**src/rtl/affine_tap_accumulator.sv**
```systemverilog
// affine_tap_accumulator
// Multi-tap MAC stage that sits after the affine constant-multiplier bank.
// Each accepted beat selects one of 15 constant products (or zero), applies
// the tap sign and adds the result to a signed accumulator. After TAPS beats
// the sum is rounded (ties toward +inf), arithmetically shifted and clipped
// to an unsigned pixel. The pixel is then held in a one-entry output register
// that sits behind a valid/ready handshake.
module affine_tap_accumulator #(
  parameter int TAPS  = 6,
  parameter int ACC_W = 20,
  parameter int SHIFT = 6,
  parameter int PIX_W = 8
) (
  input  logic               clk,
  input  logic               rst_n,
  input  logic               flush,
  input  logic               in_valid,
  output logic               in_ready,
  input  logic [239:0]       in_prod,
  input  logic [3:0]         coef_sel,
  input  logic               coef_neg,
  output logic               out_valid,
  input  logic               out_ready,
  output logic [PIX_W-1:0]   out_pix,
  output logic [ACC_W-1:0]   out_raw,
  output logic [2:0]         tap_cnt
);

  localparam logic [2:0] LAST_TAP = 3'(TAPS - 1);
  localparam logic signed [ACC_W-1:0] RND_ADD =
    {{(ACC_W-SHIFT){1'b0}}, 1'b1, {(SHIFT-1){1'b0}}};
  localparam logic signed [ACC_W-1:0] PIX_MAX =
    {{(ACC_W-PIX_W){1'b0}}, {PIX_W{1'b1}}};

  logic signed [ACC_W-1:0] acc_r;

  logic [15:0]             prod_s;
  logic signed [ACC_W-1:0] ext_s;
  logic signed [ACC_W-1:0] term_s;
  logic signed [ACC_W-1:0] sum_s;
  logic signed [ACC_W-1:0] rnd_s;
  logic signed [ACC_W-1:0] raw_s;
  logic [PIX_W-1:0]        pix_s;
  logic                    last_s;
  logic                    accept_s;
  logic                    drain_s;

  // Pick the product addressed by coef_sel; selector 0 yields a zero tap.
  always_comb begin
    prod_s = 16'h0000;
    for (int k = 1; k <= 15; k++) begin
      prod_s = prod_s | ((coef_sel == 4'(k)) ? in_prod[16*(k-1) +: 16] : 16'h0000);
    end
  end

  // Sign-extend, apply tap sign, then form the rounded/shifted/clipped result.
  always_comb begin
    ext_s  = {{(ACC_W-16){prod_s[15]}}, prod_s};
    term_s = coef_neg ? (-ext_s) : ext_s;
    sum_s  = acc_r + term_s;
    rnd_s  = sum_s + RND_ADD;
    raw_s  = rnd_s >>> SHIFT;
    if (raw_s < $signed({ACC_W{1'b0}})) begin
      pix_s = {PIX_W{1'b0}};
    end else if (raw_s > PIX_MAX) begin
      pix_s = {PIX_W{1'b1}};
    end else begin
      pix_s = raw_s[PIX_W-1:0];
    end
  end

  // Handshake qualifiers: only the last beat can be stalled by a full output register.
  always_comb begin
    last_s = (tap_cnt == LAST_TAP);
    if (last_s) begin
      in_ready = (!out_valid) || out_ready;
    end else begin
      in_ready = 1'b1;
    end
    accept_s = in_valid && in_ready && !flush;
    drain_s  = out_valid && out_ready;
  end

  // Accumulator and tap counter; flush drops the partial pixel and any same-cycle beat.
  always_ff @(posedge clk or negedge rst_n) begin
    if (!rst_n) begin
      acc_r   <= {ACC_W{1'b0}};
      tap_cnt <= 3'd0;
    end else if (flush) begin
      acc_r   <= {ACC_W{1'b0}};
      tap_cnt <= 3'd0;
    end else if (accept_s) begin
      if (last_s) begin
        acc_r   <= {ACC_W{1'b0}};
        tap_cnt <= 3'd0;
      end else begin
        acc_r   <= sum_s;
        tap_cnt <= tap_cnt + 3'd1;
      end
    end else begin
      acc_r   <= acc_r;
      tap_cnt <= tap_cnt;
    end
  end

  // One-entry output register: loads on last beat, clears on drain, holds otherwise.
  always_ff @(posedge clk or negedge rst_n) begin
    if (!rst_n) begin
      out_valid <= 1'b0;
      out_pix   <= {PIX_W{1'b0}};
      out_raw   <= {ACC_W{1'b0}};
    end else if (accept_s && last_s) begin
      out_valid <= 1'b1;
      out_pix   <= pix_s;
      out_raw   <= raw_s;
    end else if (drain_s) begin
      out_valid <= 1'b0;
      out_pix   <= out_pix;
      out_raw   <= out_raw;
    end else begin
      out_valid <= out_valid;
      out_pix   <= out_pix;
      out_raw   <= out_raw;
    end
  end

endmodule

```
**config.mk**
```make
export PLATFORM = sky130hd
export DESIGN_NAME = affine_tap_accumulator
export DESIGN_NICKNAME = d
export VERILOG_FILES = /design/src/rtl/affine_tap_accumulator.sv
export SDC_FILE = /design/constraint.sdc
export NUM_CORES = 1
export LEC_CHECK = 0
export ABC_AREA = 1
export CORE_UTILIZATION = 39
export CTS_BUF_LIST = sky130_fd_sc_hd__clkbuf_2 sky130_fd_sc_hd__clkbuf_4 sky130_fd_sc_hd__clkbuf_8
export CTS_CLUSTER_DIAMETER = 30
export DETAILED_ROUTE_END_ITERATION = 6
export PLACE_DENSITY_LB_ADDON = 0.25
export SKIP_CTS_REPAIR_TIMING = 1
export SYNTH_ARGS = -nofsm -noshare
export SYNTH_HDL_FRONTEND = slang
export SYNTH_SLANG_ARGS = --single-unit
```
**constraint.sdc**
```tcl
create_clock -name clk -period 2.85 [get_ports clk]
set_input_delay 0.285 -clock clk [delete_from_list [all_inputs] [get_ports clk]]
set_output_delay 0.285 -clock clk [all_outputs]
set_load 0.02 [all_outputs]
```
==> Yosys cells after proc, flatten, opt, wreduce, memory -nomap -nowiden <==
Index checks and enable logic that the tools add are counted.
{ "word_totals": {"reg_bits": 46, "elab_cells": 77, "output_inout_bits": 33, "input_bits": 250} }
{ "op_classes": {"reduce_logical": 9, "n_bitwise": 14, "muxes": 27, "n_addsub": 4, "n_eq_ne": 16, "n_lt_le_gt_ge": 2} }
{ "ops": {"columns": ["operator", "n"], "rows": [
  ["$mux 16", 15],
  ["$or 16x16->16", 14],
  ["$mux 20", 4],
  ["$eq 4x4->1 const B", 8],
  ["$add 20x20->20", 1],
  ["$add 20x7->20 const B", 1],
  ["$neg 16->20", 1],
  ["$eq 4x3->1 const B", 4],
  ["$mux 8", 2],
  ["$gt 14x9->1 const B", 1],
  ["$lt 14x1->1 const B", 1],
  ["$mux 3", 3],
  ["$eq 4x2->1 const B", 2],
  ["$eq 4x1->1 const B", 1],
  ["$logic_and 1x1->1", 4],
  ["$reduce_bool 2->1", 2],
  ["$add 3x1->3 const B", 1],
  ["$eq 3x3->1 const B", 1],
  ["$mux 1", 3],
  ["$logic_not 1->1", 2],
  ["$logic_or 1x1->1", 1]
]} }

==> Longest topological paths before layout <==
Gate-level depths: netlist of the first run.
{ "depth": {"depth_word": 23, "ltp_mapped": 36, "depth_no_buf": 35} }

==> Least setup slack after synthesis of the first run <==
OpenSTA, ideal clock, no wires.
{ "synth_path": {"kind": "input to register", "from": "input coef_sel[2]", "to": "register out_pix[2]", "t_required_ns": 2.726, "stages": 32, "arrival_time_ns": 4.032, "setup_slack_ns": -1.306, "path_cell_list": "nand2_2 > nor2_1 > buf_2 > nand2_1 > nand2_1 > nor2_1 > nand2_1 > nor2_2 > ha_1 > nand4_1 > nor2_1 > nand3_1 > nor2_1 > nand3_1 > o31ai_1 > xor2_1 > inv_1 > ha_1 > a21oi_1 > o21ai_0 > a21oi_1 > nand3_1 > nand2_1 > nand2_1 > nor2_1 > nand3_1 > nand2_1 > nand2_1 > nor2_1 > nand3_1 > o211ai_1 > nand2_1"} }
{ "synth_via": {"elab_chain_cells": 23, "elab_cells_between_ends": 52, "cone_classes": "add/sub (3); order compare (2); eq/ne (15); mux (18); bitwise (14)"} }
{ "synth_rtl": {"columns": ["item", "line", "text"], "rows": [
  ["from (decl)", "20", "input logic [3:0] coef_sel,"],
  ["$eq 4x1->1 / $eq 4x2->1 (equally long branches)", "52", "prod_s = prod_s | ((coef_sel == 4'(k)) ? in_prod[16*(k-1) +: 16] : 16'h0000);"],
  ["$mux 16", "52", null],
  ["$or 16x16->16 (13 in a row)", "52", null],
  ["$or 16x16->16 *", "52", null],
  ["$neg 16->20", "59", "term_s = coef_neg ? (-ext_s) : ext_s;"],
  ["$mux 20 *", "59", null],
  ["$add 20x20->20 *", "60", "sum_s = acc_r + term_s;"],
  ["$add 20x7->20 *", "61", "rnd_s = sum_s + RND_ADD;"],
  ["$gt 14x9->1", "65", "end else if (raw_s > PIX_MAX) begin"],
  ["$mux 8", "65", null],
  ["$mux 8 *", "63", "if (raw_s < $signed({ACC_W{1'b0}})) begin"],
  ["to (signal assigned)", "110", "out_pix <= {PIX_W{1'b0}};"],
  ["to (signal assigned)", "114", "out_pix <= pix_s;"],
  ["to (signal assigned)", "118", "out_pix <= out_pix;"],
  ["to (decl)", "24", "output logic [PIX_W-1:0] out_pix,"]
]} }
Every way passes the cells marked *; elsewhere a longest branch is shown, timed or not.
A chain may end at the register's enable or synchronous reset.

==> Worst setup path in the final report of the first run <==
{ "layout_path": {"from": "input coef_sel[2]", "to": "register out_pix[1]"} }
Same word-level chain as after synthesis.

==> key figures, run 1 <==
Synthesis
  • Fraction of registers with async set/reset: 1.00
  • YS warnings: 0
  • Yosys top cell by area: nand2_1
  • Synth Area in Compound Gates: 0.0802
  • Syn nets: 1378
  • Synth cell types: 35
  • Register area share after synthesis: 0.193
  • Post-synthesis register bit count: 46
  • Top post-synthesis cells by area: nand2_1 (28%), dfrtp_1 (19%), nand3_1 (13%), inv_1 (7.4%), nor2_1 (6.8%)
  • Post-Synth XOR/XNOR Area: 0.0323
  • Synthesized cell area: 0.00597 mm2
  • Post-Synthesis Cells: 1104
  • Post-synth EDFFs: 0
  • Post-synth top flop: dfrtp_1
  • Adder-Cell Fraction of Synth Area: 0.0515
  • Mean Syn Cell Area: 5.41 um2
  • Post-synth top area share: 0.276
  • Post-synthesis mux area share: 0
  • Largest family of logic cells by synthesized area: simple AND/OR/NAND/NOR gates
  • Post-Synth Simple-Gate Area: 0.529

Setup path
  • Slowest cell delay on critical path: 0.31 ns
  • Crit-path max FO: 7
  • Endpoint class of the critical path: flip-flop
  • Buffer and inverter count on the worst path: 7
  • CP Launch Type: input pin
  • Worst path arrival time: 4.91 ns
  • CP Data Required Time: 3.05 ns
  • Top Family by Delay on Critical Path: simple AND/OR/NAND/NOR gates
  • Crit Path Class: in2reg
  • CP max-delay cell: ha_4

Status
  • Failing checks: setup timing
  • Status: complete, but fails checks

Die
  • Die Footprint: 0.0158 mm2
  • Core box area: 0.0148 mm2
  • Num ports: 283
  • Die height: 126 um
  • Row count: 44
  • Initial Util: 0.405
  • Die width: 126 um

Detailed routing
  • Wirelength per Cell: 18.5 um
  • Detailed Routing Iterations Pass 1: 7
  • Residual DRC: 0
  • Vias: 9440
  • DRT iter0 DRCs: 915
  • DRT Wirelength: 32300 um
  • Remaining antenna violation count after routing: 0
  • Drt via density: 5.41

GRT
  • Vias in the first global route: 8687
  • Pin count of the biggest net entering global routing: 47
  • Initial antenna violation count: 2
  • Total gr overflow: 0
  • Gr usage total: 0.364
  • Global-route wire length before repair: 44900 um

Flow run
  • Max-cap violations: 0

Finish
  • Commonest cells after routing, fill and taps aside: nand2_1 (366), clkdlybuf4s50_1 (277), buf_4 (158)
  • Commonest non-fill, non-tap cell in the layout: nand2_1
  • Fraction of layout cells with a size suffix above 1: 0.307
  • Nets: 1831
  • Synth-to-layout area growth: 104%
  • Post-Route Utilization: 0.825

Pwr
  • Part of the power in registers: 0.116
  • Sw Share: 0.486
  • Max IR drop VDD: 455 uV
  • Clock power share: 0.058
  • Cell internal pwr: 3790 uW
  • PwrDens: 606 mW/mm2
  • Pleak: 0.00588 uW
  • Switching Power: 3590 uW
  • Logic pwr share: 0.826

Placed design
  • DPL Wire Length: 24700 um
  • Pre-CTS setup slack: -2.34 ns
  • GPL Wtd Cong: 1.06
  • IO Port Bufs: 282

Timing
  • Fin. Hold Viols: 0
  • Slew Viols, Final: 0
  • RSZ-0062 raised after global routing: true
  • Crit share post-route: 1.65
  • Worst slew pin tran: 1.04 ns
  • Max Fclk: 212 MHz
  • Post-route minimum period: 4.71 ns
  • Final setup margin: -1.86 ns
  • Final TNS setup: -43.30 ns
  • Max_slew headroom: 0.307
  • Count of final setup violators: 37
  • Fin Clk Skew: 0.00821 ns

Clock network
  • Clock latency on the worst-skew pair: 0.32 ns
  • Clock root cell: clkbuf_8
  • H-tree levels: 2
  • Clock tree sinks: 46
  • Num CTS Buffers: 5
  • Worst-path clk slew: 0.09 ns
  • CTS tree: done
  • Clk buf depth: 2

Min path
  • Class of the worst hold path: in2async
==> sequential cells by signal, indices dropped and copies added (netlist names) <==
name	count
acc_r	20
tap_cnt	3
out_valid	1
out_pix	8
out_raw	14
==> power by group through the flow <==
| stage | registers (uW) | clock network (uW) | logic [uW] |
|---|---|---|---|
| after detailed placement | 846 | 0 | 4380 |
| after global placement | 844 | 0 | 4330 |
| after floorplan | 848 | 0 | 2270 |
| after global routing | 863 | 449 | 6410 |
| final | 856 | 430 | 6100 |
| after CTS | 837 | 415 | 4400 |
==> per-stage QoR <==
stage               instances  total power (uW)  area, um2  hold WS, ns
floorplan                1104              3120       6600      -0.0106
global placement         1709              5180      10900        0.462
detailed placement       1709              5230      10900        0.469
CTS                      1717              5660      11000        0.187
global route             1744              7720      12200        0.227
finish                   1744              7390      12200        0.150
==> per-layer routing <==
| metal | global-route usage | wire [um] | up-vias |
|---|---|---|---|
| li1 | - | - | 4428 |
| met1 | 0.467 | 12400 | 4300 |
| met2 | 0.624 | 15500 | 610 |
| met3 | 0.0540 | 3050 | 102 |
| met4 | 0.125 | 1340 | 0 |
| met5 | 0 | 0 | - |
==> worst register-to-register path, cell delays in order (launching register included) <==
cell      delay, ns
dfrtp_1        0.38
ha_1           0.20
inv_1          0.09
fa_2           0.41
inv_2          0.10
nand3_2        0.06
nand2_2        0.07
nand2_1        0.09
nand2_4        0.10
xor2_4         0.25
ha_4           0.18
nand2_1        0.11
nor2_4         0.19
nand3_1        0.16
nand2_1        0.13
nand2_2        0.09
nor2_2         0.17
nand3_4        0.14
o211ai_1       0.23
nand2_1        0.08
==> path summary, 6_finish.rpt <==
path | startpoint | end | slack [ns] | cells past startpoint
worst max-delay path | coef_sel[2] | out_pix[1]$_DFFE_PN0P_ | -1.86 | 37
worst min-delay path | rst_n | out_raw[0]$_DFFE_PN0P_ | 0.15 | 1
worst max register to register | acc_r[0]$_DFFE_PN0P_ | out_pix[1]$_DFFE_PN0P_ | -0.49 | 19
worst min register to register | out_raw[1]$_DFFE_PN0P_ | out_raw[1]$_DFFE_PN0P_ | 0.50 | 2
max in group asynchronous | rst_n | out_raw[11]$_DFFE_PN0P_ | 2.07 | 1
min in group clk | out_raw[1]$_DFFE_PN0P_ | out_raw[1]$_DFFE_PN0P_ | 0.50 | 2
==> synthesized netlist by cell type (all sizes together) (6+ instances only) <==
| master | count |
|---|---|
| a21oi | 23 |
| buf | 26 |
| clkbuf | 12 |
| clkinv | 8 |
| dfrtp | 46 |
| ha | 23 |
| inv | 124 |
| nand2 | 447 |
| nand3 | 159 |
| nand4 | 22 |
| nor2 | 116 |
| o211ai | 6 |
| o21ai | 45 |
| xor2 | 17 |
==> cell type report <==
| class | count | area, um2 |
|---|---|---|
| Fill cell | 997 | 2580 |
| Timing Repair Buffer | 483 | 4600 |
| Tap cell | 184 | 230 |
| Sequential cell | 46 | 1150 |
| Clock inverter | 3 | 21.3 |
| Inverter | 132 | 561 |
| Clock buffer | 5 | 68.8 |
| Antenna cell | 2 | 5.00 |
| Multi-Input combinational cell | 889 | 5540 |
==> cell families after synthesis <==
kind of cell,count (synthesis)
AOI/OAI and AO/OA,87
and+or+nand+nor,755
buffers and inverters,170
DFF,46
xor gates and xnor gates,22
adders and majority gates,24
Note: power is estimated with default switching activity, not from simulation.
==> run 2: changes to the inputs <==
--- a/config.mk
+++ b/config.mk
@@ -6,6 +6,7 @@
 export NUM_CORES = 1
 export LEC_CHECK = 0
 export ABC_AREA = 1
+export ABC_CLOCK_PERIOD_IN_PS = 2850
 export CORE_UTILIZATION = 39
 export CTS_BUF_LIST = sky130_fd_sc_hd__clkbuf_2 sky130_fd_sc_hd__clkbuf_4 sky130_fd_sc_hd__clkbuf_8
 export CTS_CLUSTER_DIAMETER = 30
==> results of run 2 <==
No change in the layout: final DEF, timing and power equal those of run 1.
